**src/rtl/adder_error_evaluator_if.sv**
```systemverilog
// Bundles the evaluator's control/result signals with the adder-facing vector bus.
// master = evaluator side, slave = environment driving start and the adder response.
interface adder_error_evaluator_if #(
   parameter int IN_W  = 4,
   parameter int OUT_W = 3
);
   logic                  start;
   logic [IN_W-1:0]       dut_in;
   logic [OUT_W-1:0]      dut_out;
   logic                  busy;
   logic                  done;
   logic                  pass;
   logic [OUT_W-1:0]      max_err;
   logic [IN_W+OUT_W-1:0] sum_err;
   logic [IN_W:0]         err_count;
   logic [IN_W:0]         viol_count;

   modport master (
      input  start, dut_out,
      output dut_in, busy, done, pass, max_err, sum_err, err_count, viol_count
   );

   modport slave (
      output start, dut_out,
      input  dut_in, busy, done, pass, max_err, sum_err, err_count, viol_count
   );
endinterface

```
**src/rtl/adder_error_evaluator.sv**
```systemverilog
// Exhaustive sweep of an approximate adder's input space, accumulating error
// statistics against the exact sum and flagging pass when max error <= ET.
module adder_error_evaluator #(
   parameter int IN_W  = 4,
   parameter int OUT_W = 3,
   parameter int ET    = 1
) (
   input logic                    clk,
   input logic                    rst_n,
   adder_error_evaluator_if.master bus
);
   localparam int HALF  = IN_W / 2;
   localparam int SUM_W = IN_W + OUT_W;
   localparam int CNT_W = IN_W + 1;
   localparam logic [OUT_W-1:0] ET_V = ET[OUT_W-1:0];

   typedef enum logic [1:0] {IDLE, RUN, DONE} state_t;

   state_t             state_q, state_d;
   logic [IN_W-1:0]    dut_in_q, dut_in_d;
   logic               busy_q, busy_d, done_q, done_d, pass_q, pass_d;
   logic [OUT_W-1:0]   max_err_q, max_err_d;
   logic [SUM_W-1:0]   sum_err_q, sum_err_d;
   logic [CNT_W-1:0]   err_count_q, err_count_d;
   logic [CNT_W-1:0]   viol_count_q, viol_count_d;

   logic [OUT_W-1:0]   exact, err, max_nxt;
   logic [OUT_W:0]     diff, diff_neg;

   // Error of the vector currently on dut_in; adder has had a full cycle to settle.
   always_comb begin
      exact    = OUT_W'(dut_in_q[HALF-1:0]) + OUT_W'(dut_in_q[IN_W-1:HALF]);
      diff     = {1'b0, bus.dut_out} - {1'b0, exact};
      diff_neg = -diff;
      err      = diff[OUT_W] ? diff_neg[OUT_W-1:0] : diff[OUT_W-1:0];
      max_nxt  = (err > max_err_q) ? err : max_err_q;
   end

   always_comb begin
      state_d      = state_q;
      dut_in_d     = dut_in_q;
      busy_d       = 1'b0;
      done_d       = 1'b0;
      pass_d       = pass_q;
      max_err_d    = max_err_q;
      sum_err_d    = sum_err_q;
      err_count_d  = err_count_q;
      viol_count_d = viol_count_q;
      case (state_q)
         IDLE: begin
            if (bus.start) begin
               state_d      = RUN;
               busy_d       = 1'b1;
               dut_in_d     = '0;
               pass_d       = 1'b0;
               max_err_d    = '0;
               sum_err_d    = '0;
               err_count_d  = '0;
               viol_count_d = '0;
            end
         end
         RUN: begin
            max_err_d    = max_nxt;
            sum_err_d    = sum_err_q + {{IN_W{1'b0}}, err};
            err_count_d  = err_count_q + {{IN_W{1'b0}}, (err != '0)};
            viol_count_d = viol_count_q + {{IN_W{1'b0}}, (err > ET_V)};
            if (dut_in_q != '1) begin
               busy_d   = 1'b1;
               dut_in_d = dut_in_q + 1'b1;
            end else begin
               // Last vector: verdict must include its own error.
               state_d = DONE;
               done_d  = 1'b1;
               pass_d  = (max_nxt <= ET_V);
            end
         end
         DONE:    state_d = IDLE;
         default: state_d = IDLE;
      endcase
   end

   always_ff @(posedge clk or negedge rst_n) begin
      if (!rst_n) begin
         state_q      <= IDLE;
         dut_in_q     <= '0;
         busy_q       <= 1'b0;
         done_q       <= 1'b0;
         pass_q       <= 1'b0;
         max_err_q    <= '0;
         sum_err_q    <= '0;
         err_count_q  <= '0;
         viol_count_q <= '0;
      end else begin
         state_q      <= state_d;
         dut_in_q     <= dut_in_d;
         busy_q       <= busy_d;
         done_q       <= done_d;
         pass_q       <= pass_d;
         max_err_q    <= max_err_d;
         sum_err_q    <= sum_err_d;
         err_count_q  <= err_count_d;
         viol_count_q <= viol_count_d;
      end
   end

   assign bus.dut_in     = dut_in_q;
   assign bus.busy       = busy_q;
   assign bus.done       = done_q;
   assign bus.pass       = pass_q;
   assign bus.max_err    = max_err_q;
   assign bus.sum_err    = sum_err_q;
   assign bus.err_count  = err_count_q;
   assign bus.viol_count = viol_count_q;
endmodule

```
**src/flat_wrapper.sv**
```systemverilog
// flat-port wrapper written by rule: the top's interface ports become plain ports
module adder_error_evaluator_flat 
#(
   parameter int IN_W  = 4,
   parameter int OUT_W = 3,
   parameter int ET    = 1
)
  (clk, rst_n, bus_start, bus_dut_out, bus_dut_in, bus_busy, bus_done, bus_pass, bus_max_err, bus_sum_err, bus_err_count, bus_viol_count);
  adder_error_evaluator_if #(.IN_W(IN_W), .OUT_W(OUT_W)) bus_i ();
  input logic clk;
  input logic rst_n;
  input wire logic [$bits(bus_i.start)-1:0] bus_start;
  input wire logic [$bits(bus_i.dut_out)-1:0] bus_dut_out;
  output wire logic [$bits(bus_i.dut_in)-1:0] bus_dut_in;
  output wire logic [$bits(bus_i.busy)-1:0] bus_busy;
  output wire logic [$bits(bus_i.done)-1:0] bus_done;
  output wire logic [$bits(bus_i.pass)-1:0] bus_pass;
  output wire logic [$bits(bus_i.max_err)-1:0] bus_max_err;
  output wire logic [$bits(bus_i.sum_err)-1:0] bus_sum_err;
  output wire logic [$bits(bus_i.err_count)-1:0] bus_err_count;
  output wire logic [$bits(bus_i.viol_count)-1:0] bus_viol_count;
  assign bus_i.start = bus_start;
  assign bus_i.dut_out = bus_dut_out;
  assign bus_dut_in = bus_i.dut_in;
  assign bus_busy = bus_i.busy;
  assign bus_done = bus_i.done;
  assign bus_pass = bus_i.pass;
  assign bus_max_err = bus_i.max_err;
  assign bus_sum_err = bus_i.sum_err;
  assign bus_err_count = bus_i.err_count;
  assign bus_viol_count = bus_i.viol_count;
  adder_error_evaluator #(.IN_W(IN_W), .OUT_W(OUT_W), .ET(ET)) u_core (.clk(clk), .rst_n(rst_n), .bus(bus_i));
endmodule
```
**config.mk**
```make
export PLATFORM = sky130hd
export DESIGN_NAME = adder_error_evaluator_flat
export DESIGN_NICKNAME = d
export VERILOG_FILES = /design/src/rtl/adder_error_evaluator_if.sv /design/src/rtl/adder_error_evaluator.sv /design/src/flat_wrapper.sv
export SDC_FILE = /design/constraint.sdc
export NUM_CORES = 1
export LEC_CHECK = 0
export ABC_AREA = 1
export CAP_MARGIN = 20
export CORE_MARGIN = 10
export CORE_UTILIZATION = 63
export CTS_CLUSTER_SIZE = 40
export DETAILED_ROUTE_END_ITERATION = 6
export DONT_BUFFER_PORTS = 1
export HOLD_SLACK_MARGIN = 0.05
export PLACE_DENSITY_LB_ADDON = 0.1
export SLEW_MARGIN = 15
export SYNTH_ARGS = -nofsm -noshare
export SYNTH_HDL_FRONTEND = slang
export SYNTH_SLANG_ARGS = --single-unit
```
**constraint.sdc**
```tcl
create_clock -name clk -period 7.1 [get_ports clk]
set_input_delay 1.775 -clock clk [delete_from_list [all_inputs] [get_ports clk]]
set_output_delay 1.775 -clock clk [all_outputs]
set_load 0.1 [all_outputs]
```
-- Yosys cells after proc, flatten, opt, wreduce, memory -nomap -nowiden
Cells that the tools add are included.
- register bits: 29
- output and inout bits: 27
- logic and storage cells: 54
- add/sub/neg operators: 7
- magnitude comparators: 3
- eq/ne operators: 5
- muxes and demuxes: 23
- reductions and logical operators: 7
- operators with widths (cell ; count):
    $pmux 5 s2 ; 2
    $pmux 7 s2 ; 1
    $add 5x1->5 ; 2
    $mux 3 ; 3
    $mux 4 ; 2
    $pmux 4 s2 ; 1
    $add 7x3->7 ; 1
    $mux 7 ; 1
    $mux 1 ; 6
    $pmux 3 s2 ; 1
    $reduce_and 3->1 ; 2
    $mux 5 ; 1
    $add 4x1->4 const B ; 1
    $mux 2 ; 2
    $ne 2x2->1 const B ; 2
    $ne 4x4->1 const B ; 1
    $pmux 1 s2 ; 2
    $pmux 2 s2 ; 1
    $reduce_and 2->1 ; 2
    $sub 3x3->4 ; 1
    $add 2x2->3 ; 1
    $gt 3x1->1 const B ; 1
    $gt 3x3->1 ; 1
    $le 3x1->1 const B ; 1
    other kinds (6) ; 6

-- Depth between registers and ports, before layout
- depth after elaboration: 9
- depth in mapped cells: 21
- gate-level depth less buffers: 21

-- Least setup slack after synthesis
No wires, ideal clock.
- path kind: input port to flip-flop
- from: input bus_dut_out[0]
- to: register u_core.max_err_q[1], in the netlist u_core.bus.max_err[1]
- library setup time: 0.124 ns
- arrival time: 4.365 ns
- data required time: 6.976 ns
- path slack: 2.611 ns
- stages on the path: 17
- path buffers: 0
- cells stage by stage: fa_1 -> ha_1 -> xnor2_1 -> ha_1 -> nand3b_1 -> nand2_1 -> inv_1 -> ha_1 -> nand2_1 -> nor2_1 -> nor2_1 -> nor2_1 -> inv_1 -> nand2_1 -> nand2_1 -> nand2_1 -> o21ai_1
- longest elaborated chain between the ends: 6
- RTL lines (what ; RTL line ; text):
    from (decl) ; flat_wrapper.sv:13 ; input wire logic [$bits(bus_i.dut_out)-1:0] bus_dut_out;
    $sub 3x3->4 (*) ; adder_error_evaluator.sv:33 ; diff = {1'b0, bus.dut_out} - {1'b0, exact};
    $neg 3->3 ; adder_error_evaluator.sv:34 ; diff_neg = -diff;
    $mux 3 (*) ; adder_error_evaluator.sv:35 ; err = diff[OUT_W] ? diff_neg[OUT_W-1:0] : diff[OUT_W-1:0];
    $gt 3x3->1 ; adder_error_evaluator.sv:36 ; max_nxt = (err > max_err_q) ? err : max_err_q;
    $mux 3 (*) ; adder_error_evaluator.sv:36 ;
    $pmux 3 s2 (*) ; adder_error_evaluator.sv:49 ; case (state_q)
    to (signal assigned) ; adder_error_evaluator.sv:99 ; max_err_q <= max_err_d;
    to (decl) ; adder_error_evaluator.sv:22 ; logic [OUT_W-1:0] max_err_q, max_err_d;
Every way passes the cells marked *; elsewhere a longest branch is shown, timed or not.
A chain may end at the register's enable or synchronous reset.

-- Worst setup path in the final report
Same ends and word-level chain as after synthesis.

==> summary.md <==
| Metric | Value |
|---|---|
| Total grt overflow | `0` |
| First-pass GRT wire length | `6110 um` |
| Area leader, netlist | `dfrtp_1` |
| Die height | `73.8 um` |
| Total of max-cap violations | `0` |
| WP data required | `7.33 ns` |
| Setup-failing EPs final | `0` |
| Delay-heaviest family, CP | `adder cells` |
| Crit path buffers/inverters | `2` |
| Ys flop type | `dfrtp_1` |
| DP Area | `1850 sq um` |
| Final antenna diode count | `0` |
| RSZ-0062 raised after global routing | `false` |
| Worst slew margin | `0.327` |
| Seq/Total Area, Yosys | `0.398` |
| Max Clk Rate | `0.224 GHz` |
| FP Rows | `19` |
| Hold Startpoint | `u_core.state_q[0]` |
| Clock transition at path regs | `0.10 ns` |
| WL met2 | `1760 um` |
| RD Place Congestion | `0.913` |
| DRT Wirelength | `3660 um` |
| Top Layer Used | `met4` |
| Most frequent cell after synthesis | `nand2_1` |
| Fin util | `0.691` |
| Remaining DRCs | `0` |
| Layout cells sized above 1 | `0.0872` |
| Met3 WL | `347 um` |
| CTS Buffer Depth | `2` |
| Setup TNS | `0 ns` |
| Post-synth top area share | `0.398` |
| Ports | `33` |
| Final Cycle Share | `0.630` |
| Via density | `5.55` |
| Vias in the first global route | `1325` |
| Slew Viols, Final | `0` |
| Detail Placement HPWL | `2900 um` |
| Skew final | `0.00414 ns` |
| Avg WL per Cell | `14.7 um` |
| Post-CTS Setup Bufs | `0` |
| Area contributors post-synth | `dfrtp_1 40%, ha_1 12%, nand2_1 10%, inv_1 7.8%, fa_1 3.3%` |
| Post-synth EDFFs | `0` |
| Metal-1 WL | `1480 um` |
| # clock sinks | `29` |
| DRT iter0 DRCs | `96` |
| Root buf cell | `clkbuf_4` |
| Largest net degree at the start of global routing | `30` |
| Status | `finished, final reports clean` |
| Die X | `73.8 um` |
| P&R area growth vs syn | `4.53%` |
| Critical-path cell list | `fa_1 > ha_1 > xnor2_1 > ha_1 > nand3b_1 > nand2_1 > inv_1 > ha_1 > nand2_1 > nor2_1 > nor2_1 > nor2_1 > inv_1 > nand2_1 > nand2_1 > nand2_1 > o21ai_1` |
| Post-synthesis register bit count | `29` |
| Initial Util | `0.661` |
| Multi-input gate area | `923 sq um` |
| CP peak stage delay | `0.45 ns` |
| 1st-pass router iterations | `5` |
| Final hold violation count | `0` |
| Top cell by count, worst path | `nand2_1` |
| Die area | `5440 sq um` |
| Critical Path Fanout Max | `5` |
| FFs w/ async S/R, synth | `1.00` |
| Core area | `2760 sq um` |
| CP endpoint kind | `flip-flop` |
| Synth Instances | `211` |
| Syn Nets | `238` |
| Storage cell area | `726 sq um` |
| Hold_buf cts | `0` |
| CTS Buf Count | `5` |
| Mean Syn Cell Area | `8.63 sq um` |
| Filler cells | `218` |
| Startpoint types | `input port` |
| CTS tree | `yes` |
| Vias | `1382` |
| Initial antenna violation count | `0` |
| Layout Nets | `244` |
| CP Launch Point | `bus_dut_out[0]` |
| H-tree depth | `2` |
| Slowest CP cell | `fa_1` |
| Hold Path Class | `flip-flop to flip-flop` |
| Total GRT Usage | `0.145` |
| ANT nets after route | `0` |
| Arrival time of data at the critical path endpoint | `4.70 ns` |
| Synth Cell Area | `1820 sq um` |
| Tightest Pin Transition | `1.01 ns` |
| Number of port buffers | `0` |
| Post-cts resize count | `0` |
| Worst-Skew Late Latency | `0.34 ns` |
| Final instance area | `1900 sq um` |
| Fin crit period | `4.47 ns` |
| R2r startpoint | `u_core.bus.dut_in[0]` |
| Warnings from Yosys | `0` |
| Yosys cell types | `28` |
| Top post-synthesis cells by count | `50 x nand2_1, 38 x inv_1, 29 x dfrtp_1, 18 x ha_1, 13 x nor2_1` |
| Critical path class | `input port to flip-flop` |
cells in the final DEF, fill, tap and decap left out, types with 4 or more instances in the layout:
cell type,instances
nand3_1,9
nand4_1,4
nand2_1,50
a22o_1,6
nor2_1,13
clkbuf_4,5
o21ai_0,7
mux2i_1,4
dfrtp_1,29
o21ai_1,4
ha_1,18
inv_1,38
cells by family after synthesis:
logic type / share of synthesized area
AO/OA/AOI/OAI: 0.0838
adder cells (fa/ha/maj): 0.157
flip-flops: 0.398
buffers and inverters: 0.0948
multiplexers: 0.0220
AND/OR/NAND/NOR: 0.230
XOR/XNOR: 0.0144
layer usage:
metal,GRT usage,vias to the layer above
met4,0.0683,0
met5,0,-
met3,0.0754,8
li1,-,692
met2,0.223,39
met1,0.162,643
flip-flops by register name, indices dropped and copies added, names as in the netlist:
signal                 flops
u_core.bus.max_err         3
u_core.bus.viol_count      5
u_core.bus.sum_err         7
u_core.state_q             2
u_core.bus.pass            1
u_core.bus.err_count       5
u_core.bus.dut_in          4
u_core.bus.done            1
u_core.bus.busy            1
stage by stage:
step	std cells	setup slack, ns	hold WS [ns]
global route	249	2.33	0.702
finish	249	2.63	0.641
global placement	241	2.45	0.627
CTS	249	2.64	0.650
detailed placement	241	2.28	0.635
floorplan	211	2.61	0.581
final cells by class:
class	count	share of cell area
clock buffer	5	0.0197
clock inverter	3	0.00920
inverter	41	0.0848
multi-input combinational	140	0.485
sequential	29	0.381
tap	31	0.0204
worst min-delay path: cells and delay by family (launching register included):
family	cells	cell delay [ns]
simple gates	3	0.27
flops	1	0.35
final timing paths:
path	cells past startpoint	to	slack, ns
min in group asynchronous	0	u_core.bus.pass	1.12
worst max-delay path	17	u_core.bus.max_err[1]	2.63
max in group asynchronous	0	u_core.bus.err_count[3]	5.91
worst max register to register	18	u_core.bus.max_err[1]	2.76
worst min register to register	3	u_core.state_q[0]	0.64
worst min-delay path	3	u_core.state_q[0]	0.64
Power is left out: the tool's default activity adds up to more than one toggle a clock period on the data nets, which glitch-free logic cannot reach.
